### src/rtl/sdram_aref_sched.sv
// SDRAM auto-refresh scheduler: interval ticks feed a saturating refresh debt, drained by AREF bursts on grant.
// Define SDRAM_AREF_PREALL_EN to prefix every burst with PRECHARGE ALL.
module sdram_aref_sched #(
   parameter int REF_INTERVAL = 1500,
   parameter int AREF_NUM     = 1,
   parameter int T_RP         = 2,
   parameter int T_RFC        = 7,
   parameter int MAX_DEBT     = 8,
   parameter int URGENT_TH    = 6,
   parameter int ADDR_W       = 13
) (
   input  logic                              sclk,
   input  logic                              s_rst,
   input  logic                              flag_init_end,
   input  logic                              ref_en,
   output logic                              ref_req,
   output logic                              ref_urgent,
   output logic                              ref_ovf,
   output logic                              flag_ref_end,
   output logic [$clog2(MAX_DEBT+1)-1:0]     ref_debt,
   output logic [3:0]                        aref_cmd,
   output logic [ADDR_W-1:0]                 sdram_addr
);
   localparam int CNT_W    = $clog2(REF_INTERVAL);
   localparam int DEBT_W   = $clog2(MAX_DEBT+1);
   localparam int N_W      = $clog2(AREF_NUM+1);
   localparam int WAIT_MAX = (T_RP > T_RFC) ? T_RP : T_RFC;
   localparam int WAIT_W   = $clog2(WAIT_MAX+1);

   localparam logic [3:0] CMD_NOP  = 4'b0111;
   localparam logic [3:0] CMD_PRE  = 4'b0010;
   localparam logic [3:0] CMD_AREF = 4'b0001;

   localparam logic [2:0] S_IDLE      = 3'd0;
   localparam logic [2:0] S_PRE       = 3'd1;
   localparam logic [2:0] S_PRE_WAIT  = 3'd2;
   localparam logic [2:0] S_AREF      = 3'd3;
   localparam logic [2:0] S_AREF_WAIT = 3'd4;
   localparam logic [2:0] S_DONE      = 3'd5;
`ifdef SDRAM_AREF_PREALL_EN
   localparam logic [2:0] S_FIRST     = S_PRE;
`else
   localparam logic [2:0] S_FIRST     = S_AREF;
`endif

   logic [CNT_W-1:0]  r_cnt;
   logic [DEBT_W-1:0] r_debt;
   logic              r_ovf;
   logic [2:0]        r_state;
   logic [3:0]        r_cmd;
   logic [WAIT_W-1:0] r_wait;
   logic [N_W-1:0]    r_n;
   logic [N_W-1:0]    r_issued;
   logic [2:0]        w_state_next;
   logic              w_tick;
   logic              w_grant;
   logic              w_wait_done;
   logic              w_more;
   logic              w_ovf_set;
   int                w_debt_calc;

   assign w_tick      = flag_init_end && (r_cnt == CNT_W'(REF_INTERVAL-1));
   assign w_grant     = (r_state == S_IDLE) && ref_en && (r_debt != '0);
   assign w_more      = (r_issued < r_n);
   assign w_wait_done = (r_state == S_PRE_WAIT) ? (int'(r_wait) >= T_RP-2)
                                                : (int'(r_wait) >= T_RFC-2);

   always_comb begin
      w_state_next = r_state;
      case (r_state)
         S_IDLE:      if (w_grant) w_state_next = S_FIRST;
         S_PRE:       w_state_next = (T_RP > 1) ? S_PRE_WAIT : S_AREF;
         S_PRE_WAIT:  if (w_wait_done) w_state_next = S_AREF;
         S_AREF:      w_state_next = (T_RFC > 1) ? S_AREF_WAIT : (w_more ? S_AREF : S_DONE);
         S_AREF_WAIT: if (w_wait_done) w_state_next = w_more ? S_AREF : S_DONE;
         S_DONE:      w_state_next = S_IDLE;
         default:     w_state_next = S_IDLE;
      endcase
   end

   // Completion and a tick may land together; the increment is applied after the drain.
   always_comb begin
      w_debt_calc = int'(r_debt);
      w_ovf_set   = 1'b0;
      if (r_state == S_DONE)
         w_debt_calc = (w_debt_calc > int'(r_n)) ? w_debt_calc - int'(r_n) : 0;
      if (w_tick) begin
         if (w_debt_calc == MAX_DEBT) w_ovf_set = 1'b1;
         else                         w_debt_calc = w_debt_calc + 1;
      end
   end

   always_ff @(posedge sclk or posedge s_rst) begin
      if (s_rst) begin
         r_cnt    <= '0;
         r_debt   <= '0;
         r_ovf    <= 1'b0;
         r_state  <= S_IDLE;
         r_cmd    <= CMD_NOP;
         r_wait   <= '0;
         r_n      <= '0;
         r_issued <= '0;
      end else begin
         r_cnt <= (!flag_init_end || w_tick) ? '0 : r_cnt + 1'b1;
         if (!flag_init_end) begin
            r_debt <= '0;
            r_ovf  <= 1'b0;
         end else begin
            r_debt <= DEBT_W'(w_debt_calc);
            if (w_ovf_set) r_ovf <= 1'b1;
         end
         r_state <= w_state_next;
         r_cmd   <= (w_state_next == S_PRE)  ? CMD_PRE  :
                    (w_state_next == S_AREF) ? CMD_AREF : CMD_NOP;
         r_wait  <= (w_state_next == r_state) ? r_wait + 1'b1 : '0;
         if (w_grant)
            r_n <= (int'(r_debt) < AREF_NUM) ? N_W'(r_debt) : N_W'(AREF_NUM);
         // r_issued counts AREFs including the one currently on the bus.
         if (w_state_next == S_AREF)
            r_issued <= (r_state == S_IDLE) ? N_W'(1) : r_issued + 1'b1;
         else if (r_state == S_IDLE)
            r_issued <= '0;
      end
   end

   assign ref_req      = (r_state == S_IDLE) && (r_debt != '0);
   assign ref_urgent   = (int'(r_debt) >= URGENT_TH);
   assign ref_ovf      = r_ovf;
   assign flag_ref_end = (r_state == S_DONE);
   assign ref_debt     = r_debt;
   assign aref_cmd     = r_cmd;
   assign sdram_addr   = ADDR_W'(1 << 10);
endmodule

### config.mk
export PLATFORM = sky130hd
export DESIGN_NAME = sdram_aref_sched
export DESIGN_NICKNAME = d
export VERILOG_FILES = /design/src/rtl/sdram_aref_sched.sv
export SDC_FILE = /design/constraint.sdc
export NUM_CORES = 1
export LEC_CHECK = 0
export ABC_CLOCK_PERIOD_IN_PS = 2400
export CAP_MARGIN = 20
export CORE_UTILIZATION = 52
export DETAILED_ROUTE_END_ITERATION = 7
export PLACE_DENSITY_LB_ADDON = 0.25
export SLEW_MARGIN = 20
export SYNTH_ARGS = -nofsm -noshare
export SYNTH_HDL_FRONTEND = slang
export SYNTH_SLANG_ARGS = --single-unit
### constraint.sdc
create_clock -name sclk -period 2.4 [get_ports sclk]
set_input_delay 0.6 -clock sclk [delete_from_list [all_inputs] [get_ports sclk]]
set_output_delay 0.6 -clock sclk [all_outputs]
set_load 0.01 [all_outputs]
Yosys cells after proc, flatten, opt, wreduce, memory -nomap -nowiden
Cells that the tools add are included.
{"block": "word_totals", "reg_bits": 27, "inputBits": 4, "output_inout_bits": 25, "word_cells": 61}
{"block": "op_classes", "addsub": 5, "n_lt_le_gt_ge": 5, "n_eq_ne": 11, "n_mux": 23, "reduce_logical": 9}
{"operator": "32-bit 2-to-1 mux", "n": 2}
{"operator": "32-bit by 5-bit == test with 1-bit output, second input constant", "n": 1}
{"operator": "3-bit 2-to-1 mux", "n": 7}
{"operator": "3-bit one-hot mux with 5 select lines", "n": 1}
{"operator": "4-bit 2-to-1 mux", "n": 3}
{"operator": "11-bit by 1-bit adder with 11-bit output, second input constant", "n": 1}
{"operator": "11-bit == test, second input constant", "n": 1}
{"operator": "11-bit 2-to-1 mux", "n": 1}
{"operator": "3-bit by 2-bit == test with 1-bit output, second input constant", "n": 3}
{"operator": "1-bit 2-to-1 mux", "n": 9}
{"operator": "3-bit by 1-bit == test with 1-bit output, second input constant", "n": 2}
{"operator": "3-bit == test, second input constant", "n": 2}
{"operator": "4-bit by 1-bit subtractor with 5-bit output", "n": 1}
{"operator": "4-bit by 2-bit adder with 4-bit output, second input constant", "n": 1}
{"operator": "4-bit by 3-bit greater-or-equal comparator with 1-bit output, second input constant", "n": 1}
{"operator": "4-bit by 1-bit > comparator with 1-bit output", "n": 1}
{"operator": "1-bit logical AND", "n": 4}
{"operator": "4-bit by 1-bit less-than comparator with 1-bit output, second input constant", "n": 1}
{"operator": "4-bit nonzero test", "n": 1}
{"operator": "3-bit by 1-bit adder with 3-bit output, second input constant", "n": 1}
{"operator": "3-bit == test", "n": 1}
{"operator": "3-bit greater-or-equal comparator, second input constant", "n": 1}
{"operator": "3-bit zero test", "n": 1}
{"operator": "2-bit by 1-bit inequality test with 1-bit output, second input constant", "n": 1}
{"operator": "5 further kinds", "n": 5}

Longest topological paths before layout
{"block": "depth", "ltp_word": 8, "mapped_depth": 10, "ltp_nobuf": 9}

Least setup slack after synthesis
No wires, ideal clock.
{"block": "synth_path", "kind": "register -> register", "startpoint": "reg r_debt[0] (netlist: ref_debt[0])", "endpoint": "reg r_debt[2] (netlist: ref_debt[2])", "setup_ns": 0.095, "t_arrival_ns": 1.840, "path_slack_ns": 0.464, "stages_incl_launch_ff": 8, "n_path_buf": 0, "period_less_slack_ns": 1.936, "cell_sequence": "dfrtp_1 inv_1 ha_1 ha_1 o31ai_2 ha_1 nand3_1 o31ai_1"}
{"block": "synth_between", "elab_chain_cells": 7, "word_cells_on_any_way": 9}
{"element": "start, declared", "line": "47", "text": "logic [DEBT_W-1:0] r_debt;"}
{"element": "start signal, assigned", "line": "109", "text": "r_debt <= DEBT_W'(w_debt_calc);"}
{"element": "4-bit by 1-bit subtractor with 5-bit output or 4-bit by 1-bit > comparator with 1-bit output (tied branches)", "line": "86", "text": "w_debt_calc = (w_debt_calc > int'(r_n)) ? w_debt_calc - int'(r_n) : 0;"}
{"element": "32-bit 2-to-1 mux", "line": "86"}
{"element": "32-bit 2-to-1 mux *", "line": "85", "text": "if (r_state == S_DONE)"}
{"element": "4-bit by 2-bit adder with 4-bit output or 32-bit by 5-bit == test with 1-bit output (tied branches)", "line": "89, 88"}
{"element": "4-bit 2-to-1 mux", "line": "88", "text": "if (w_debt_calc == MAX_DEBT) w_ovf_set = 1'b1;"}
{"element": "4-bit 2-to-1 mux *", "line": "87", "text": "if (w_tick) begin"}
{"element": "4-bit 2-to-1 mux *", "line": "105", "text": "if (!flag_init_end) begin"}
Mark *: on every way between the ends. The rest lies on a longest branch, timed or not.
A chain may end at the register's enable or synchronous reset.

Worst setup path in the final report
{"block": "layout_path", "startpoint": "reg r_state[0]", "endpoint": "out flag_ref_end"}
{"block": "layout_between", "elab_chain_cells": 1}
{"element": "start, declared", "line": "49", "text": "logic [2:0] r_state;"}
{"element": "start signal, assigned", "line": "112", "text": "r_state <= w_state_next;"}
{"element": "3-bit == test", "line": "129", "text": "assign flag_ref_end = (r_state == S_DONE);"}
{"element": "end, declared", "line": "19", "text": "output logic flag_ref_end,"}
No other way between the ends.

==> run metrics <==
# rows 19; GR Layer Usage met1 25.0%; Iteration-0 DRC Markers 31; adder-cell share of the synthesized area 4.67%; WP data required 1.80 ns; # IOs 29; Fmax 431 MHz; vias in the first global route 1103; Setup CP Type reg2out; register bit total from synthesis 27; PD cells 656 nW/µm²; Clock Path Buffers 2; Int Power 0.000787 W; Detail Route Antenna Nets 0; R2R setup slack 0.29 ns; initial antenna violation count 0; Total GRT Usage 19.0%; crit path DAT 1.72 ns; Total Wirelength 2.75 mm; nets 195; Hold Crit Start r_wait[0]$_DFF_PP0_; vias per inst 5.34; hold path depth 1; largest family of logic cells by synthesized area simple AND/OR/NAND/NOR gates; share of cells above drive strength 1 13.6%; Die ar. 3320 µm²; Core ar. 2850 µm²; Async S/R FF share, synth 100%; worst path cell trace buf_4 > nand3b_4 > inv_1 > clkdlybuf4s50_1; Least-Margin Pin Slew 0.536 ns; Setup TNS 0 ns; outcome finished, violations left; multi-input logic area 796 µm²; YS warnings 0; GR Util met3 2.49%; Critical R2R Launch ref_debt[0]$_DFF_PP0_; register share of total power 50.2%; DR vias 1149; H-tree depth 1; synth-to-layout area growth 11.4%; MaxCap Viol Count 0; Layout Cells excl Fill 215; # setup viols final 0; GRT overflow 0; mapped cell area 1610 µm²; die height 57.6 µm; post-synthesis xor/xnor area fraction 5.99%; max_slew headroom 63.9%; synthesized area per cell 9.74 µm²; Post-synth EDFFs 0; crit path time final 2.32 ns; Worst path max stage delay 0.54 ns; ANT cells 0; Worst-path clk slew 0.16 ns; setup skew after layout 0.0117 ns; Final HPWL DP 1.98 mm; P_sw 0.000388 W; CP bufs+invs 3; Synth cell types 47; Final GP Congestion 0.809; PortBufs 14; first-pass GRT wire length 4.84 mm; DR DRC count 4; DIE WIDTH 57.6 µm; Initial Util 56.4%; top cells by area, synth dfrtp_1 37%, buf_4 7.0%, dfstp_2 4.9%; slowest CP cell clkdlybuf4s50_1; Synth Area in Simple Gates 20.7%; placed insts 205; Hold/Removal Path Class reg2reg; crit share post-route 96.6%; Worst Path Max Fanout 12; Final Hold Viols 0; failing checks design-rule violations; Hold Buf Count CTS 0; CP Launch Type register; complex-gate fraction of the synthesized area 13.1%; Num CTS Buffers 3; combinational power share 31.5%; leak pwr 0.816 nW; Num Clock Sinks 27; R2R cell count 8; gr busiest metal met2; largest net degree at the start of global routing 18; CTS tree yes; clock root cell clkbuf_4; commonest non-fill, non-tap cells in the layout 20 x nor2_1, 20 x dfrtp_1, 15 x conb_1; post-synth top area cell dfrtp_1; first-pass iteration count of the detailed router 6; post-synth top area share 37.4%; Net Sw Frac 33.0%; Worst Setup End Kind output port; Fillers 229; reg2reg end ref_debt[3]$_DFF_PP0_; clk_lat worst skew 0.34 ns; register area share after synthesis 42.3%; Main synth FF type dfrtp_1; power share of the clock group 18.4%; global routing usage on met2 31.4%; RSZ-0062 raised after global routing no; IR drop worst, VDD 0.358 mV; final slew viol count 0; Syn Inst Count 165; post-DR wirelength/cell 12.8 µm; Top Family by Delay on Critical Path buffers and inverters; proportion of synthesized area in mux cells 1.25%; register area 684 µm²; Hold EP r_wait[0]$_DFF_PP0_
timing repair:
| action | CTS | global route |
|---|---|---|
| resized for setup | 4 | 2 |
| setup buffers | 5 | 1 |
| gates cloned | 0 | 0 |
| pin swaps | 0 | 1 |
| setup endpoints to repair | 1 | 1 |
power by group through the flow:
| stage | Sequential, W | Combinational [W] | Clock (W) |
|---|---|---|---|
| final | 0.000590 | 0.000370 | 0.000216 |
| after floorplan | 0.000586 | 0.000267 | 0 |
| after detailed placement | 0.000626 | 0.000266 | 0 |
| after global routing | 0.000599 | 0.000411 | 0.000236 |
| after CTS | 0.000583 | 0.000359 | 0.000225 |
| after global placement | 0.000619 | 0.000252 | 0 |
synth_stat cells, types with 2 or more instances:
master    count
dfrtp_1      24
nor2_1       20
buf_4        15
nand3_1      11
inv_1        10
nand2_1       7
ha_1          6
xnor2_1       6
o21ai_0       5
xor2_1        5
nand2b_1      4
dfstp_2       3
o21ai_1       3
a21o_1        2
a21oi_1       2
and2_1        2
buf_2         2
buf_6         2
conb_1        2
mux2i_1       2
nand3b_1      2
nand4_1       2
nor2b_1       2
nor3_1        2
o21a_1        2
stage by stage:
step | hold slack (ns) | total power, W | worst slack (ns) | cell area [µm²] | util (%)
final | 0.487 | 0.00117 | 0.0814 | 1790 | 62.8
after global routing | 0.520 | 0.00125 | 0.00142 | 1790 | 62.8
after CTS | 0.492 | 0.00117 | 0.0108 | 1780 | 62.2
after detailed placement | 0.471 | 0.000892 | 0.316 | 1700 | 59.6
after global placement | 0.449 | 0.000871 | 0.341 | 1700 | 59.6
after floorplan | 0.437 | 0.000852 | 0.464 | 1660 | -
cell type report:
type                            instances  area share (%)
Clock buffer                            3            1.26
Multi-Input combinational cell        121            44.4
Clock inverter                          1           0.489
Inverter                               10            2.10
Tap cell                               31            2.17
Sequential cell                        27            38.2
Timing Repair Buffer                   22            11.3
cells by family after synthesis:
group | count (synthesis)
AO/OA/AOI/OAI | 27
XOR/XNOR | 11
adder cells (fa/ha/maj) | 6
buffers and inverters | 30
flip-flops | 27
multiplexers | 2
other | 2
AND/OR/NAND/NOR | 60
worst max path at each step:
stage                          startpoint                     to  cells after the start  slack (ns)
CTS                  r_state[1]$_DFF_PP0_                ref_req                      3        0.01
global route         r_state[0]$_DFF_PP0_           flag_ref_end                      4       0.001
detailed placement   r_state[0]$_DFF_PP0_                ref_req                      3        0.32
global placement     r_state[0]$_DFF_PP0_                ref_req                      3        0.34
finish               r_state[0]$_DFF_PP0_           flag_ref_end                      4        0.08
floorplan           ref_debt[0]$_DFF_PP0_  ref_debt[2]$_DFF_PP0_                      7        0.46
registers in the layout, summed over array words and instances (netlist names):
register / flops
r_state: 3
r_issued: 1
aref_cmd: 3
r_n: 1
ref_debt: 4
ref_ovf: 1
r_wait: 3
r_cnt: 11
worst reg2reg max path, cell delays in order, from the launching register on:
cell	delay, ns
dfrtp_1	0.44
inv_1	0.09
ha_1	0.28
ha_1	0.24
xnor2_1	0.16
a2111oi_4	0.27
a31oi_1	0.09
nor3b_2	0.25
mux2i_1	0.22
metal layers:
layer  vias up  wire [µm]
met3         5         86
met1       552       1260
met5         -          0
met2        24       1350
li1        568          -
met4         0         51
Power figures use the tool's default switching activity.
